[config.mk]
export PLATFORM = sky130hd
export DESIGN_NAME = uart_core_p
export DESIGN_NICKNAME = d
export VERILOG_FILES = /design/src/rtl/uart_core_p.sv
export SDC_FILE = /design/constraint.sdc
export NUM_CORES = 1
export LEC_CHECK = 0
export CORE_MARGIN = 1.5
export CORE_UTILIZATION = 55
export CTS_CLUSTER_DIAMETER = 150
export DETAILED_ROUTE_END_ITERATION = 8
export GPL_ROUTABILITY_DRIVEN = 0
export HOLD_SLACK_MARGIN = 0.03
export MAX_ROUTING_LAYER = met4
export PLACE_DENSITY = 0.76
export REMOVE_ABC_BUFFERS = 1
export SLEW_MARGIN = 20
export SYNTH_ARGS = -nofsm -noshare
export SYNTH_HDL_FRONTEND = slang
export SYNTH_SLANG_ARGS = --single-unit
export TNS_END_PERCENT = 1
[constraint.sdc]
create_clock -name clk -period 2.9 [get_ports clk]
set_input_delay 0.58 -clock clk [delete_from_list [all_inputs] [get_ports clk]]
set_output_delay 0.58 -clock clk [all_outputs]
set_load 0.01 [all_outputs]
[src/rtl/uart_core_p.sv]
// Purpose: parametrised UART core: baud ticks, 16x-oversampled RX, TX, two FWFT FIFOs, sticky error flags.
// Latency: tx falls 2 clocks after wr_uart on an idle core; a received word is readable 2 clocks after its stop sample.
// Backpressure: wr_uart into a full TX FIFO is dropped; an RX word arriving at a full FIFO is dropped and sets overrun.
module uart_core_p #(
  parameter int DBIT    = 8,
  parameter int PARITY  = 0,
  parameter int SB_TICK = 16,
  parameter int ADDR_W  = 4,
  parameter int DIV_W   = 16
) (
  input  logic              clk,
  input  logic              reset_n,
  input  logic [DIV_W-1:0]  Final_Value,
  input  logic              rx,
  output logic              tx,
  input  logic              wr_uart,
  input  logic [DBIT-1:0]   w_data,
  input  logic              rd_uart,
  output logic [DBIT-1:0]   r_data,
  output logic              rx_empty,
  output logic              rx_full,
  output logic              tx_empty,
  output logic              tx_full,
  output logic [ADDR_W:0]   rx_count,
  output logic [ADDR_W:0]   tx_count,
  output logic              tx_busy,
  input  logic              clr_err,
  output logic              parity_err,
  output logic              frame_err,
  output logic              overrun
);
  localparam int         DEPTH  = 2**ADDR_W;
  localparam logic [4:0] S_STOP = 5'(SB_TICK-1);
  localparam logic [3:0] N_LAST = 4'(DBIT-1);
  localparam logic       ODD    = (PARITY == 2);

  typedef enum logic [2:0] {IDLE, START, DATA, PAR, STOP} st_t;

  // ---------------- baud tick ----------------
  logic [DIV_W-1:0] cnt_q, lim_q;
  logic             tick;

  // At count 0 the live divisor is used and captured, so a new value only applies from the next period.
  assign tick = (cnt_q == '0) ? (Final_Value == '0) : (cnt_q == lim_q);

  // Free-running tick counter, wraps on tick.
  always_ff @(posedge clk or negedge reset_n) begin
    if (!reset_n) begin
      cnt_q <= '0;
      lim_q <= '0;
    end else begin
      cnt_q <= tick ? '0 : cnt_q + 1'b1;
      if (cnt_q == '0) lim_q <= Final_Value;
    end
  end

  // ---------------- rx synchroniser ----------------
  logic rx_s1_q, rx_s2_q;

  // Two-flop synchroniser; idles high so reset does not look like a start bit.
  always_ff @(posedge clk or negedge reset_n) begin
    if (!reset_n) begin
      rx_s1_q <= 1'b1;
      rx_s2_q <= 1'b1;
    end else begin
      rx_s1_q <= rx;
      rx_s2_q <= rx_s1_q;
    end
  end

  // ---------------- receiver ----------------
  st_t             rst_q, rst_d;
  logic [4:0]      rs_q, rs_d;
  logic [3:0]      rn_q, rn_d;
  logic [DBIT-1:0] rb_q, rb_d;
  logic            rpok_q, rpok_d;
  logic            rx_push_q, rx_push_d;
  logic            set_pe, set_fe, set_ov;

  // RX next state: start-bit glitch filter, mid-bit sampling, parity/stop evaluation.
  always_comb begin
    rst_d = rst_q; rs_d = rs_q; rn_d = rn_q; rb_d = rb_q; rpok_d = rpok_q;
    rx_push_d = 1'b0; set_pe = 1'b0; set_fe = 1'b0;
    unique case (rst_q)
      IDLE: if (!rx_s2_q) begin
        rst_d = START;
        rs_d  = '0;
      end
      START: if (tick) begin
        if (rs_q == 5'd7) begin
          rs_d   = '0;
          rn_d   = '0;
          rpok_d = 1'b1;
          rst_d  = rx_s2_q ? IDLE : DATA;
        end else rs_d = rs_q + 1'b1;
      end
      DATA: if (tick) begin
        if (rs_q == 5'd15) begin
          rs_d = '0;
          rb_d = {rx_s2_q, rb_q[DBIT-1:1]};
          if (rn_q == N_LAST) rst_d = (PARITY != 0) ? PAR : STOP;
          else                rn_d  = rn_q + 1'b1;
        end else rs_d = rs_q + 1'b1;
      end
      PAR: if (tick) begin
        if (rs_q == 5'd15) begin
          rs_d   = '0;
          rpok_d = (rx_s2_q == ((^rb_q) ^ ODD));
          rst_d  = STOP;
        end else rs_d = rs_q + 1'b1;
      end
      STOP: if (tick) begin
        if (rs_q == S_STOP) begin
          rst_d     = IDLE;
          set_fe    = !rx_s2_q;
          set_pe    = !rpok_q;
          rx_push_d = rx_s2_q && rpok_q;
        end else rs_d = rs_q + 1'b1;
      end
      default: rst_d = IDLE;
    endcase
  end

  // RX state registers; the FIFO write is registered one clock behind the stop sample.
  always_ff @(posedge clk or negedge reset_n) begin
    if (!reset_n) begin
      rst_q <= IDLE; rs_q <= '0; rn_q <= '0; rb_q <= '0; rpok_q <= 1'b1; rx_push_q <= 1'b0;
    end else begin
      rst_q <= rst_d; rs_q <= rs_d; rn_q <= rn_d; rb_q <= rb_d; rpok_q <= rpok_d; rx_push_q <= rx_push_d;
    end
  end

  // ---------------- FIFOs (FWFT, extra pointer bit tells full from empty) ----------------
  logic [DBIT-1:0] rmem_q [DEPTH];
  logic [DBIT-1:0] tmem_q [DEPTH];
  logic [ADDR_W:0] rwp_q, rrp_q, twp_q, trp_q;
  logic            rx_do_wr, rx_do_rd, tx_do_wr, tx_pop;
  logic [DBIT-1:0] tx_head;

  assign rx_empty = (rwp_q == rrp_q);
  assign rx_full  = (rwp_q[ADDR_W] != rrp_q[ADDR_W]) && (rwp_q[ADDR_W-1:0] == rrp_q[ADDR_W-1:0]);
  assign rx_count = rwp_q - rrp_q;
  assign rx_do_rd = rd_uart && !rx_empty;
  assign rx_do_wr = rx_push_q && (!rx_full || rx_do_rd);
  assign set_ov   = rx_push_q && rx_full && !rx_do_rd;
  assign r_data   = rx_empty ? '0 : rmem_q[rrp_q[ADDR_W-1:0]];

  assign tx_empty = (twp_q == trp_q);
  assign tx_full  = (twp_q[ADDR_W] != trp_q[ADDR_W]) && (twp_q[ADDR_W-1:0] == trp_q[ADDR_W-1:0]);
  assign tx_count = twp_q - trp_q;
  assign tx_do_wr = wr_uart && (!tx_full || tx_pop);
  assign tx_head  = tmem_q[trp_q[ADDR_W-1:0]];

  // FIFO pointers; a write into a full FIFO is accepted only alongside a read.
  always_ff @(posedge clk or negedge reset_n) begin
    if (!reset_n) begin
      rwp_q <= '0; rrp_q <= '0; twp_q <= '0; trp_q <= '0;
    end else begin
      if (rx_do_wr) rwp_q <= rwp_q + 1'b1;
      if (rx_do_rd) rrp_q <= rrp_q + 1'b1;
      if (tx_do_wr) twp_q <= twp_q + 1'b1;
      if (tx_pop)   trp_q <= trp_q + 1'b1;
    end
  end

  // FIFO storage; contents need no reset because the pointers define validity.
  always_ff @(posedge clk) begin
    if (rx_do_wr) rmem_q[rwp_q[ADDR_W-1:0]] <= rb_q;
    if (tx_do_wr) tmem_q[twp_q[ADDR_W-1:0]] <= w_data;
  end

  // ---------------- sticky error flags ----------------
  logic pe_q, fe_q, ov_q;

  // A new error wins over a coincident clear.
  always_ff @(posedge clk or negedge reset_n) begin
    if (!reset_n) begin
      pe_q <= 1'b0; fe_q <= 1'b0; ov_q <= 1'b0;
    end else begin
      pe_q <= set_pe | (pe_q & ~clr_err);
      fe_q <= set_fe | (fe_q & ~clr_err);
      ov_q <= set_ov | (ov_q & ~clr_err);
    end
  end

  assign parity_err = pe_q;
  assign frame_err  = fe_q;
  assign overrun    = ov_q;

  // ---------------- transmitter ----------------
  st_t             tst_q, tst_d;
  logic [4:0]      ts_q, ts_d;
  logic [3:0]      tn_q, tn_d;
  logic [DBIT-1:0] tb_q, tb_d;
  logic            tpar_q, tpar_d;
  logic            tx_q, tx_d;

  // TX next state; the line level is derived from the next state so tx changes with the state.
  always_comb begin
    tst_d = tst_q; ts_d = ts_q; tn_d = tn_q; tb_d = tb_q; tpar_d = tpar_q;
    tx_pop = 1'b0;
    tx_d   = 1'b1;
    unique case (tst_q)
      IDLE: if (!tx_empty) begin
        tx_pop = 1'b1;
        tb_d   = tx_head;
        tpar_d = (^tx_head) ^ ODD;
        ts_d   = '0;
        tst_d  = START;
      end
      START: if (tick) begin
        if (ts_q == 5'd15) begin
          ts_d  = '0;
          tn_d  = '0;
          tst_d = DATA;
        end else ts_d = ts_q + 1'b1;
      end
      DATA: if (tick) begin
        if (ts_q == 5'd15) begin
          ts_d = '0;
          tb_d = tb_q >> 1;
          if (tn_q == N_LAST) tst_d = (PARITY != 0) ? PAR : STOP;
          else                tn_d  = tn_q + 1'b1;
        end else ts_d = ts_q + 1'b1;
      end
      PAR: if (tick) begin
        if (ts_q == 5'd15) begin
          ts_d  = '0;
          tst_d = STOP;
        end else ts_d = ts_q + 1'b1;
      end
      STOP: if (tick) begin
        if (ts_q == S_STOP) tst_d = IDLE;
        else                ts_d  = ts_q + 1'b1;
      end
      default: tst_d = IDLE;
    endcase
    case (tst_d)
      START:   tx_d = 1'b0;
      DATA:    tx_d = tb_d[0];
      PAR:     tx_d = tpar_d;
      default: tx_d = 1'b1;
    endcase
  end

  // TX state registers; tx resets high asynchronously.
  always_ff @(posedge clk or negedge reset_n) begin
    if (!reset_n) begin
      tst_q <= IDLE; ts_q <= '0; tn_q <= '0; tb_q <= '0; tpar_q <= 1'b0; tx_q <= 1'b1;
    end else begin
      tst_q <= tst_d; ts_q <= ts_d; tn_q <= tn_d; tb_q <= tb_d; tpar_q <= tpar_d; tx_q <= tx_d;
    end
  end

  assign tx      = tx_q;
  assign tx_busy = (tst_q != IDLE);

endmodule

## Word level (Yosys, flattened, before mapping)

Memory sizes are Yosys's and may differ from the RTL's.
Cells that the tools add are included.

| storage, ports and cells | value |
|---|---|
| bits in registers | 101 |
| RAM bits | 256 |
| input port bits | 30 |
| output and inout bits | 27 |
| word-level logic and storage cells | 208 |
| memories kept | 2 |

| cells by class | value |
|---|---|
| add/sub/neg operators | 11 |
| equal/unequal tests | 46 |
| mux-type cells | 79 |
| bitwise logic cells | 7 |
| reductions and logical operators | 39 |

Memory list:

| name | words | width | read ports | clocked after memory_dff | write ports | RTL line | text |
|---|---|---|---|---|---|---|---|
| rmem_q | 16 | 8 | 1 | 0 | 1 | 134 | `logic [DBIT-1:0] rmem_q [DEPTH];` |
| tmem_q | 16 | 8 | 1 | 0 | 1 | 135 | `logic [DBIT-1:0] tmem_q [DEPTH];` |

Operators by type and width:

| operator | number |
|---|---|
| $mux 3 | 20 |
| $mux 5 | 12 |
| $mux 4 | 10 |
| $ne 2x2->1 const B | 20 |
| $logic_not 16->1 | 2 |
| $mux 8 | 4 |
| $add 5x1->5 const B | 6 |
| $pmux 3 s5 | 2 |
| $mux 1 | 22 |
| $pmux 5 s4 | 1 |
| $eq 3x2->1 const B | 6 |
| $reduce_and 6->1 | 3 |
| $add 16x1->16 const B | 1 |
| $eq 16x16->1 | 1 |
| $mux 16 | 1 |
| $pmux 4 s2 | 2 |
| $pmux 8 s2 | 1 |
| $reduce_xor 8->1 | 2 |
| $pmux 5 s3 | 1 |
| $eq 5x4->1 const B | 2 |
| $eq 5x5->1 | 2 |
| $reduce_and 10->1 | 1 |
| $reduce_and 5->1 | 2 |
| $sub 5x5->5 | 2 |
| 26 further kinds | 56 |

## Depth between registers and ports, before layout

Gate-level depths: netlist of run 1.

| logic depth | value |
|---|---|
| depth in word-level cells | 7 |
| gate-level depth with buffers | 13 |
| depth with buffers taken out | 9 |

## Worst setup path after synthesis of run 1

Ideal clock, no wire load.

| timing path | value |
|---|---|
| path type | flip-flop to flip-flop |
| from | register trp_q[1] |
| to | register twp_q[4] |
| arrival | 2.886 ns |
| path slack | -0.126 ns |
| cell stages (with the launch flop) | 14 |
| buffers on the path | 4 |
| clock period less this slack | 3.026 ns |
| cells stage by stage | dfrtp_1 > clkbuf_1 > clkbuf_1 > buf_2 > inv_1 > ha_1 > nand4_1 > nor2b_1 > nand2_1 > and2_1 > clkbuf_1 > and3_1 > and2_1 > xor2_1 |

| between the ends | value |
|---|---|
| word-level cells in the longest chain between the ends | 5 |

RTL lines:

| item | RTL line | text |
|---|---|---|
| start, declared | 136 | `logic [ADDR_W:0] rwp_q, rrp_q, twp_q, trp_q;` |
| start signal, assigned | 162 | `if (tx_pop) trp_q <= trp_q + 1'b1;` |
| $eq 4x4->1 | 149 | `assign tx_full = (twp_q[ADDR_W] != trp_q[ADDR_W]) && (twp_q[ADDR_W-1:0] == trp_q[ADDR_W-1:0]);` |
| $logic_and 1x1->1 | 149 |  |
| net tx_full | 23 | `output logic tx_full,` |
| $logic_not 1->1 | 151 | `assign tx_do_wr = wr_uart && (!tx_full \|\| tx_pop);` |
| $logic_or 1x1->1 | 151 |  |
| $logic_and 1x1->1 | 151 |  |
| end signal, assigned | 161 | `if (tx_do_wr) twp_q <= twp_q + 1'b1;` |
| end, declared | 136 |  |

The timed path passes the listed nets, and every way through them passes these cells.
A chain may end at the register's enable or synchronous reset.

## Worst setup path after layout of run 1

| timing path | value |
|---|---|
| from | register rrp_q[0] |
| to | output r_data[5] |

| between the ends | value |
|---|---|
| word-level cells in the longest chain between the ends | 2 |

RTL lines:

| item | RTL line | text |
|---|---|---|
| start, declared | 136 |  |
| start signal, assigned | 160 | `if (rx_do_rd) rrp_q <= rrp_q + 1'b1;` |
| $mem_v2 16x8 or $eq 5x5->1 (tied branches) | n/a |  |
| $mux 8 (*) | 146 | `assign r_data = rx_empty ? '0 : rmem_q[rrp_q[ADDR_W-1:0]];` |
| end, declared | 19 | `output logic [DBIT-1:0] r_data,` |

Mark *: on every way between the ends. The rest lies on a longest branch, timed or not.

==> metrics.cfg, run 1 <==
[setup_path]
critPathBufInv = 3
r2r_end = tpar_q
cp.arrival_ns = 2.52
crit_path_top_delay_cell = mux4_2
crit_type = reg -> out
ff2ff_setup_slack_ns = 0.15
r2r_cells = 8
slowest_delay_ns = 0.52
cp.required_ns = 2.32
critPathTopFamily = multiplexers
cp_max_fo = 6
critical_path.startpoint_type = flip-flop
cp-end-kind = output port
r2r-start = trp_q[0]
cp_cell_sequence = buf_6, buf_12, mux4_2, mux4_2, nor2b_4, buf_6

[power]
cellPowerDensity_nw_per_um2 = 729.7
p_comb_share_pct = 17.9
p_sw_share_pct = 25.03
power.internal_w = 0.009816
p_total_w = 0.01309
p_leak_nw = 6.937
vdd_ir_drop_max_mv = 0.6001
pwr-share-seq_pct = 46.0
switchingPower_w = 0.003277
pwr-share-clk_pct = 36.1

[sta]
hold_ws_ns = 0.02664
timing.final.crit_period_ns = 3.100
fmax_ghz = 0.3226
slew_headroom_pct = 54.69
setup_tns_ns = -1.481
finalSetupViolations = 8
slew_viol_final = 0
worstMarginPinSlew_ns = 0.6772
rsz0062_at_grt = true
fin_crit_sh_pct = 106.9
fin_skew_ns = 0.02245
hold_violations = 0
fin_ws_ns = -0.2000

[layout]
layout-drive-gt1-share_pct = 20.59
fin_cells = 1455
nets = 1114
syn2layout_area_growth_pct = 16.98
diodes = 0

[detailed_routing]
vias = 8362
first_iter_violations = 621
drt-total-wl_mm = 30.18
routed-wl-met2_mm = 15.27
wl_met3_mm = 1.546
top_layer = met4
route.detailed.drc = 0
ant_nets = 0
drt_pass1_iterations = 5
post_drt_wl_per_cell_um = 20.74
drt-met1-wl_mm = 12.78
routed_via_density = 5.747

[hold_path]
worstHoldPathType = in -> async

[floorplan]
ios = 57
core_um2 = 27180
num_rows = 60
die_area_um2 = 28900
initial_core_util_pct = 56.44
die_y_um = 170.0
die_w_um = 170.0

[grt]
antenna_found_initial = 0
grt_max_degree = 62
grt_remaining_overflow = 0
grt_pass1_wl_mm = 47.96
grt_usage_pct = 22.53
grt_pass1_vias = 8664

[job]
max-cap-violations = 0

[yosys]
ys.warnings.count = 0
synth.yosys.seq_area_share_pct = 66.63
synth_area_leaders = edfxtp_1 (50%), dfrtp_1 (16%), mux4_2 (9.0%)
yosysTopAreaCellShare_pct = 50.12
postSynthAreaPerCell_um2 = 16.16
mappedNetlistArea_um2 = 15340
ys_seq_elements = 357
synth_cell_types = 63
syn_inst = 949
synth_ff_type = edfxtp_1
synth-edff-count = 256
async_flop_share_pct = 28.29
synth_top_cell_by_area = edfxtp_1

[cts]
clkLatencyLatePin_ns = 0.53
cts.htree.levels = 2
cts_sinks = 357
clk_pin_slew_worst_paths_ns = 0.06
cts_tree = done
cts_hold_buf = 0
cts_inserted_buffers = 38
clk_path_buf_depth = 3
root_buffer = clkbuf_16

[place]
dpl.cell_count = 1377
place_ws_ns = -0.01807
place_hpwl_mm = 19.25
io_buffers = 56

[outcome]
status = complete, but fails checks
violations = setup timing

==> what timing repair did <==
action                     CTS  global route
cloned                       5             0
resized for setup           61            15
setup endpoints to repair   18            16
buffers inserted             7             0
==> cell usage in the layout (no fill, tap or decap), drive strengths merged, types with 3 or more instances in the layout <==
cell           count
dfstp              4
nor4              10
a22o               7
o21ai             29
dlygate4sd2        5
edfxtp           256
ha                28
a221o              6
o31ai              4
mux2              25
dfrtp             97
o22ai              3
and3               5
buf               50
nor2b             15
nand4             18
clkinv            14
a31oi              3
clkdlybuf4s50     38
xor2              36
mux4              72
nand2             51
clkbuf            51
inv               36
nand3             12
or3                3
nand2b             9
a21o               6
xnor2             35
a221oi             7
nor2              55
a21oi             13
nor3              10
bufinv             3
nor3b              3
and2              37
==> power groups by stage <==
stage | clock, W | combinational (W) | sequential [W]
floorplan | 0 | 0.00111 | 0.00622
global placement | 0 | 0.00204 | 0.00610
detailed placement | 0 | 0.00207 | 0.00612
CTS | 0.00482 | 0.00244 | 0.00603
global route | 0.00501 | 0.00253 | 0.00606
finish | 0.00473 | 0.00234 | 0.00603
==> worst register-to-register path, cell delays in order (launching register included) <==
cell and delay (ns):
dfrtp_2 0.41, buf_12 0.25, mux4_1 0.64, a22o_1 0.28, a221oi_1 0.42, xnor2_1 0.20, xnor2_2 0.17, xnor2_1 0.19
o21ai_1 0.07
==> synth_stat cells, types with 4 or more instances <==
library cell	count
xor2_1	36
a22o_1	7
nor2_1	54
nand2_1	51
inv_1	33
nor3_1	10
mux4_2	61
nor4_1	8
buf_2	4
edfxtp_1	256
nand3_1	12
ha_1	28
dfrtp_1	97
a21o_1	6
a221oi_1	7
o21ai_0	25
a221o_1	6
o31ai_1	4
mux4_1	11
xnor2_1	34
o21ai_1	4
nor2b_1	15
nand4_1	17
clkbuf_1	20
mux2_2	25
and2_1	37
a21oi_1	13
dfstp_2	4
buf_1	5
nand2b_1	9
and3_1	5
==> area by class of cell <==
type / count / area [um2]
clock buffer: 49 / 1035
tap: 372 / 465.4
sequential: 357 / 10220
timing repair buffer: 97 / 998.5
inverter: 34 / 127.6
multi-input combinational: 526 / 4897
clock inverter: 20 / 196.4
fill: 1878 / 9233
==> per-layer routing <==
layer  GRT usage [%]  vias up
li1                -     3842
met1           29.37     4240
met2           37.21      229
met3           3.512       51
met4           6.195        0
met5               -        -
==> registers in the layout, indices dropped and copies added (netlist names), 3 cells and up <==
register  count
cnt_q        16
lim_q        16
rb_q          8
rmem_q      128
rn_q          4
rrp_q         5
rs_q          5
rst_q         3
rwp_q         5
tb_q          8
tmem_q      128
tn_q          4
trp_q         5
ts_q          5
tst_q         3
twp_q         5
==> stage by stage <==
stage / area, um2 / util [%]
floorplan: 15190 / -
global placement: 16510 / 60.77
detailed placement: 16510 / 60.77
CTS: 17960 / 66.07
global route: 17940 / 66.03
finish: 17940 / 66.03
==> kinds of logic (layout without fill, tap and decap cells) <==
family                   after synthesis  count (layout)  synth area share [%]
AND/OR/NAND/NOR                      233             233                 7.847
AO/OA/AOI/OAI                         93              93                 4.160
flip-flops                           357             357                 66.63
multiplexers                          99              99                 12.89
buffers and inverters                 66             200                 1.827
adder cells (fa/ha/maj)               30              30                 2.545
XOR/XNOR                              71              71                 4.103
==> worst max-delay path by stage <==
stage                          endpoint             from  cells after the start
final                         r_data[5]         rrp_q[0]                      6
after global routing          r_data[2]         rrp_q[0]                      6
after CTS                     r_data[6]         rrp_q[0]                      7
after detailed placement        ts_q[3]   Final_Value[5]                      9
after global placement          rs_q[3]  Final_Value[15]                      8
after floorplan           rmem_q[15][0]         rrp_q[0]                      7
No activity file was read; power rests on OpenSTA's default activity.
==> inputs of run 2 (changes only) <==
--- a/config.mk
+++ b/config.mk
@@ -6,13 +6,13 @@
 export NUM_CORES = 1
 export LEC_CHECK = 0
 export CORE_MARGIN = 1.5
-export CORE_UTILIZATION = 55
+export CORE_UTILIZATION = 50
 export CTS_CLUSTER_DIAMETER = 150
 export DETAILED_ROUTE_END_ITERATION = 8
 export GPL_ROUTABILITY_DRIVEN = 0
 export HOLD_SLACK_MARGIN = 0.03
 export MAX_ROUTING_LAYER = met4
-export PLACE_DENSITY = 0.76
+export PLACE_DENSITY = 0.7
 export REMOVE_ABC_BUFFERS = 1
 export SLEW_MARGIN = 20
 export SYNTH_ARGS = -nofsm -noshare
==> run 2 against run 1 <==
Compared with the run above: the run still ends with setup timing left; hold slack better by 0.10 ns; wire length fell by 0.66%; final cell count is 2.3% higher; core utilization down 5.3 points; highest routed layer unchanged; die area up 9.8%; first-iteration DRC count fell by 5.6%; setup slack worse by 0.049 ns; maximum frequency shrank 1.6%; clock power is 3% higher; design area rose by 1.3%; total power grew 2.0%.
==> metrics.cfg, run 2 (synthesis gave the netlist of run 1 again) <==
[outcome]
status = complete, but fails checks  ; unchanged
violations = setup timing  ; unchanged

[floorplan]
die_y_um = 178.2  ; was 170.0 um
core_um2 = 29950  ; was 27180 um2
initial_core_util_pct = 51.21  ; was 56.44%
ios = 57  ; unchanged
num_rows = 63  ; was 60
die_area_um2 = 31740  ; was 28900 um2
die_w_um = 178.2  ; was 170.0 um

[grt]
grt_pass1_wl_mm = 47.22  ; was 47.96 mm
antenna_found_initial = 0  ; unchanged
grt_max_degree = 61  ; was 62
grt_pass1_vias = 8445  ; was 8664
grt_usage_pct = 20.13  ; was 22.53%
grt_remaining_overflow = 0  ; unchanged

[cts]
clkLatencyLatePin_ns = 0.53  ; about the same
cts_tree = done  ; unchanged
clk_path_buf_depth = 3  ; unchanged
clk_pin_slew_worst_paths_ns = 0.06  ; about the same
cts_hold_buf = 0  ; unchanged
root_buffer = clkbuf_16  ; unchanged
cts_inserted_buffers = 37  ; was 38
cts.htree.levels = 2  ; unchanged
cts_sinks = 357  ; unchanged

[detailed_routing]
drt-total-wl_mm = 29.98  ; was 30.18 mm
first_iter_violations = 586  ; was 621
post_drt_wl_per_cell_um = 20.15  ; was 20.74 um
route.detailed.drc = 0  ; unchanged
vias = 8374  ; was 8362
ant_nets = 0  ; unchanged
drt_pass1_iterations = 7  ; was 5
routed_via_density = 5.628  ; was 5.747

[hold_path]
worstHoldPathType = in -> async  ; unchanged

[sta]
rsz0062_at_grt = true  ; unchanged
hold_violations = 0  ; unchanged
fmax_ghz = 0.3176  ; was 0.3226 GHz
fin_ws_ns = -0.2489  ; was -0.2000 ns
timing.final.crit_period_ns = 3.149  ; was 3.100 ns
slew_viol_final = 0  ; unchanged
fin_skew_ns = 0.02177  ; was 0.02245 ns
worstMarginPinSlew_ns = 0.7743  ; was 0.6772 ns
fin_crit_sh_pct = 108.6  ; was 106.9%
slew_headroom_pct = 48.38  ; was 54.69%
finalSetupViolations = 9  ; was 8

[setup_path]
cp_max_fo = 4  ; was 6
cp-end-kind = output port  ; unchanged
critPathBufInv = 4  ; was 3
cp.required_ns = 2.32  ; about the same
crit_path_frequent_cell = buf_12
cp_cell_sequence = buf_12, buf_12, buf_12, mux4_2, mux4_2, nor2b_1, buf_2  ; was buf_6, buf_12, mux4_2, mux4_2, nor2b_4, buf_6
critical_path.startpoint_type = flip-flop  ; unchanged
crit_path_top_delay_cell = mux4_2  ; unchanged
critPathTopFamily = multiplexers  ; unchanged
crit_type = reg -> out  ; unchanged
r2r_cells = 9  ; was 8
cp.arrival_ns = 2.57  ; was 2.52 ns
slowest_delay_ns = 0.50  ; was 0.52 ns
path_depth = 7  ; was 6

[power]
cellPowerDensity_nw_per_um2 = 734.8  ; was 729.7 nW/um2
p_leak_nw = 7.081  ; was 6.937 nW
vdd_ir_drop_max_mv = 0.5262  ; was 0.6001 mV

[layout]
fin_cells = 1488  ; was 1455
most-common-layout-cells = edfxtp_1 (256), dfrtp_1 (93), mux4_2 (61)  ; was edfxtp_1 (256), dfrtp_1 (94), mux4_2 (61)
syn2layout_area_growth_pct = 18.51  ; was 16.98%
layout-drive-gt1-share_pct = 22.40  ; was 20.59%
design_area_um2 = 18180  ; was 17940 um2
diodes = 0  ; unchanged
nets = 1131  ; was 1114
final_common_cell = edfxtp_1  ; unchanged

[place]
place_hpwl_mm = 19.33  ; was 19.25 mm
dpl.cell_count = 1407  ; was 1377
placed_area_um2 = 16630  ; was 16510 um2
io_buffers = 56  ; unchanged

[job]
max-cap-violations = 0  ; unchanged

run 2: cell count changes in the layout (fill, tap and decap cells not counted), sizes merged, moves of 3 or more:
cell / previous run / this run
dlygate4sd2: 5 / 2
clkinv: 14 / 7
buf: 50 / 68
bufinv: 3 / 6
run 2: path summary, 6_finish.rpt:
path	from	endpoint	slack [ns]
setup / recovery	rrp_q[0]	r_data[7]	-0.25
min in group clk	rx_s1_q	rx_s2_q	0.37
hold reg to reg	rx_s1_q	rx_s2_q	0.37
setup reg to reg	rrp_q[0]	rmem_q[11][1]	0.05
hold / removal	reset_n	lim_q[4]	0.13
max in group asynchronous	reset_n	tx	2.01
run 2: through the flow:
step / worst slack [ns] / utilization (%) / hold slack, ns / TNS [ns] / total power (W)
2_1_floorplan: -0.4079 / - / 0.2844 / -68.96 / 0.007327
3_3_place_gp: 0.006153 / 55.51 / 0.3711 / 0 / 0.008153
3_5_place_dp: -0.04578 / 55.51 / 0.3723 / -0.3647 / 0.008184
4_1_cts: -0.2498 / 60.63 / 0.1570 / -1.938 / 0.01344
5_1_grt: -0.2943 / 60.69 / 0.1969 / -2.444 / 0.01388
6_report: -0.2489 / 60.69 / 0.1274 / -1.870 / 0.01336
run 2: layer usage:
layer / track usage [%] / share of wire [%] / vias up
met5: - / 0 / -
met4: 6.127 / 2.3 / 0
met2: 31.74 / 49 / 205
li1: - / - / 3871
met3: 2.813 / 4.6 / 47
met1: 27.44 / 44 / 4251
run 2: area by class of cell:
type                            count  area (um2)
Fill cell                        2198       11780
Clock inverter                     17       255.2
Timing Repair Buffer              115        1177
Inverter                           34       127.6
Multi-Input combinational cell    526        4903
Clock buffer                       49        1001
Tap cell                          390       488.0
Sequential cell                   357       10220
run 2: where the power goes:
group	internal [W]	switching (W)	leakage [nW]	total (W)
Clock	0.00298	0.00191	0.610	0.00489
Sequential	0.00580	0.000222	3.93	0.00602
Combinational	0.00131	0.00113	2.54	0.00244
Total	0.0101	0.00327	7.08	0.0134
run 2: repair_timing:
item / 4_1_cts / 5_1_grt
buffers inserted: 12 / 0
setup endpoints to repair: 19 / 18
pin swaps: 2 / 1
resized for setup: 81 / 14
gates cloned: 3 / 0
==> inputs of run 3 (changes only) <==
--- a/config.mk
+++ b/config.mk
@@ -10,10 +10,9 @@
 export CTS_CLUSTER_DIAMETER = 150
 export DETAILED_ROUTE_END_ITERATION = 8
 export GPL_ROUTABILITY_DRIVEN = 0
+export GPL_TIMING_DRIVEN = 0
 export HOLD_SLACK_MARGIN = 0.03
-export MAX_ROUTING_LAYER = met4
 export PLACE_DENSITY = 0.7
-export REMOVE_ABC_BUFFERS = 1
 export SLEW_MARGIN = 20
 export SYNTH_ARGS = -nofsm -noshare
 export SYNTH_HDL_FRONTEND = slang
==> run 3 against run 2 <==
Compared with the run above: the run still ends with setup timing left; die area stayed put; hold slack gained 0.23 ns; non-clock buffer count decreased by 7; critical path depth decreased by 1; flip-flop and latch count stayed put; count of clock-buffer cells in the layout grew 1; maximum frequency shrank 0.96%; via count increased by 0.63%; largest power group unchanged.
==> metrics.cfg, run 3 (synthesis gave the netlist of run 1 again) <==
[outcome]
status = complete, but fails checks  ; unchanged
violations = setup timing  ; unchanged

[grt]
grt_usage_pct = 20.15  ; was 20.13%
grt_pass1_vias = 8488  ; was 8445
grt_pass1_wl_mm = 48.02  ; was 47.22 mm
grt_remaining_overflow = 0  ; unchanged
antenna_found_initial = 0  ; unchanged
grt_max_degree = 55  ; was 61

[layout]
utilization_pct = 61.01  ; was 60.69%
fin_cells = 1486  ; was 1488
design_area_um2 = 18280  ; was 18180 um2
syn2layout_area_growth_pct = 19.14  ; was 18.51%
diodes = 0  ; unchanged
nets = 1126  ; was 1131
layout-drive-gt1-share_pct = 24.36  ; was 22.40%
final_common_cell = edfxtp_1  ; unchanged
most-common-layout-cells = edfxtp_1 (256), dfrtp_1 (93), mux4_2 (61)  ; unchanged

[floorplan]
core_um2 = 29950  ; unchanged
initial_core_util_pct = 51.21  ; unchanged
die_w_um = 178.2  ; unchanged
die_y_um = 178.2  ; unchanged
ios = 57  ; unchanged
num_rows = 63  ; unchanged
die_area_um2 = 31740  ; unchanged

[sta]
fin_skew_ns = 0.02259  ; was 0.02177 ns
hold_violations = 0  ; unchanged
finalSetupViolations = 9  ; unchanged
worstMarginPinSlew_ns = 0.7459  ; was 0.7743 ns
fin_ws_ns = -0.2795  ; was -0.2489 ns
slew_viol_final = 0  ; unchanged
slew_headroom_pct = 50.10  ; was 48.38%
rsz0062_at_grt = true  ; unchanged
fin_crit_sh_pct = 109.6  ; was 108.6%
fmax_ghz = 0.3145  ; was 0.3176 GHz
hold_ws_ns = 0.3591  ; was 0.1274 ns
timing.final.crit_period_ns = 3.180  ; was 3.149 ns

[yosys]
synth.net_count = 1009

[cts]
root_buffer = clkbuf_16  ; unchanged
clk_path_buf_depth = 3  ; unchanged
clk_pin_slew_worst_paths_ns = 0.06  ; about the same
cts_sinks = 357  ; unchanged
cts_inserted_buffers = 38  ; was 37
cts_tree = done  ; unchanged
clkLatencyLatePin_ns = 0.54  ; was 0.53 ns
cts.htree.levels = 2  ; unchanged

[power]
cellPowerDensity_nw_per_um2 = 754.0  ; was 734.8 nW/um2
power.internal_w = 0.01036  ; was 0.01009 W
pwr-share-clk_pct = 38.1  ; was 36.6%
switchingPower_w = 0.003419  ; was 0.003271 W
p_sw_share_pct = 24.81  ; was 24.49%
p_leak_nw = 7.083  ; was 7.081 nW
vdd_ir_drop_max_mv = 0.6310  ; was 0.5262 mV
pwr-share-seq_pct = 43.7  ; was 45.1%
p_comb_share_pct = 18.1  ; was 18.3%

[place]
io_buffers = 56  ; unchanged
placed_area_um2 = 16420  ; was 16630 um2
dpl.cell_count = 1396  ; was 1407
place_hpwl_mm = 19.44  ; was 19.33 mm

[detailed_routing]
first_iter_violations = 722  ; was 586
vias = 8427  ; was 8374
ant_nets = 0  ; unchanged
drt-total-wl_mm = 30.71  ; was 29.98 mm
post_drt_wl_per_cell_um = 20.67  ; was 20.15 um
route.detailed.drc = 0  ; unchanged
drt_pass1_iterations = 5  ; was 7
routed_via_density = 5.671  ; was 5.628

[job]
max-cap-violations = 0  ; unchanged

[setup_path]
cp.arrival_ns = 2.60  ; was 2.57 ns
cp.required_ns = 2.32  ; about the same
crit_path_top_delay_cell = mux4_2  ; unchanged
cp_cell_sequence = clkbuf_16, buf_12, mux4_2, mux4_2, nor2b_4, buf_6  ; was buf_12, buf_12, buf_12, mux4_2, mux4_2, nor2b_1, buf_2
crit_path_frequent_cell = mux4_2  ; was buf_12
crit_type = reg -> out  ; unchanged
slowest_delay_ns = 0.54  ; was 0.50 ns
cp-end-kind = output port  ; unchanged
cp_max_fo = 5  ; was 4
critical_path.startpoint_type = flip-flop  ; unchanged

[hold_path]
worstHoldPathType = reg -> reg  ; was in -> async

-- run 3: changes by cell type in the layout (fill, tap and decap cells not counted), moves of 4 or more --
cell / delta
buf_12: -4
and2_4: +6
buf_4: -24
clkbuf_16: +5
and2_2: +22
buf_6: -6
and2_1: -28
clkbuf_1: +9
buf_2: +7
-- run 3: stage by stage --
stage	setup slack (ns)	TNS (ns)	total power, W
5_1_grt	-0.3254	-4.338	0.01431
6_report	-0.2795	-2.077	0.01378
3_5_place_dp	-1.173	-181.75	0.008138
4_1_cts	-0.3410	-2.754	0.01390
2_1_floorplan	-0.06918	-0.5534	0.007358
3_3_place_gp	-2.764	-443.09	0.008086
-- run 3: cell type report --
| type | count | area, um2 |
|---|---|---|
| plain buffers | 29 | 299.0 |
| flip-flops and latches | 357 | 10220 |
| multi-input cells | 527 | 5000 |
| inverters | 34 | 130.1 |
| repair buffers | 79 | 763.2 |
| clock inverters | 20 | 322.8 |
| well taps | 390 | 488.0 |
| clock buffers | 50 | 1047 |
| fillers | 2197 | 11680 |
-- run 3: power by group through the flow --
stage	sequential, W	clock, W	combinational, W
after floorplan	0.00604	0	0.00132
after global placement	0.00610	0	0.00199
after detailed placement	0.00611	0	0.00203
after CTS	0.00602	0.00535	0.00253
after global routing	0.00606	0.00554	0.00270
final	0.00603	0.00525	0.00250
-- run 3: layer usage --
| metal | track usage [%] | part of all wire, % | routed length (um) |
|---|---|---|---|
| met2 | 33.17 | 50 | 15240 |
| met5 | 0 | 0 | 0 |
| met1 | 27.89 | 44 | 13410 |
| met3 | 2.728 | 4.0 | 1217 |
| met4 | 6.688 | 2.7 | 833 |
-- run 3: critical path, delay by kind of cell (launching register included) --
family	cells	cell delay (ns)
buf+inv	3	0.44
simple gates	1	0.14
flops	1	0.43
mux	2	1.04
-- run 3: path summary, 6_finish.rpt --
kind / startpoint / endpoint / slack, ns / depth (start not counted)
worst min-delay path: rx_s1_q / rx_s2_q / 0.36 / 0
worst min register to register: rx_s1_q / rx_s2_q / 0.36 / 0
max in group asynchronous: reset_n / tx / 1.63 / 3
worst max-delay path: rrp_q[0] / r_data[6] / -0.28 / 6
min in group asynchronous: reset_n / rrp_q[3] / 0.56 / 2
worst max register to register: trp_q[1] / tmem_q[13][2] / 0.13 / 11
-- run 3: repair_timing --
item,CTS,global route
setup endpoints to repair,304,263
setup buffers,17,2
resized for setup,135,51
endpoints found under the hold margin,10,0
hold buffers,1,0
gates cloned,5,0
pin swaps,2,4
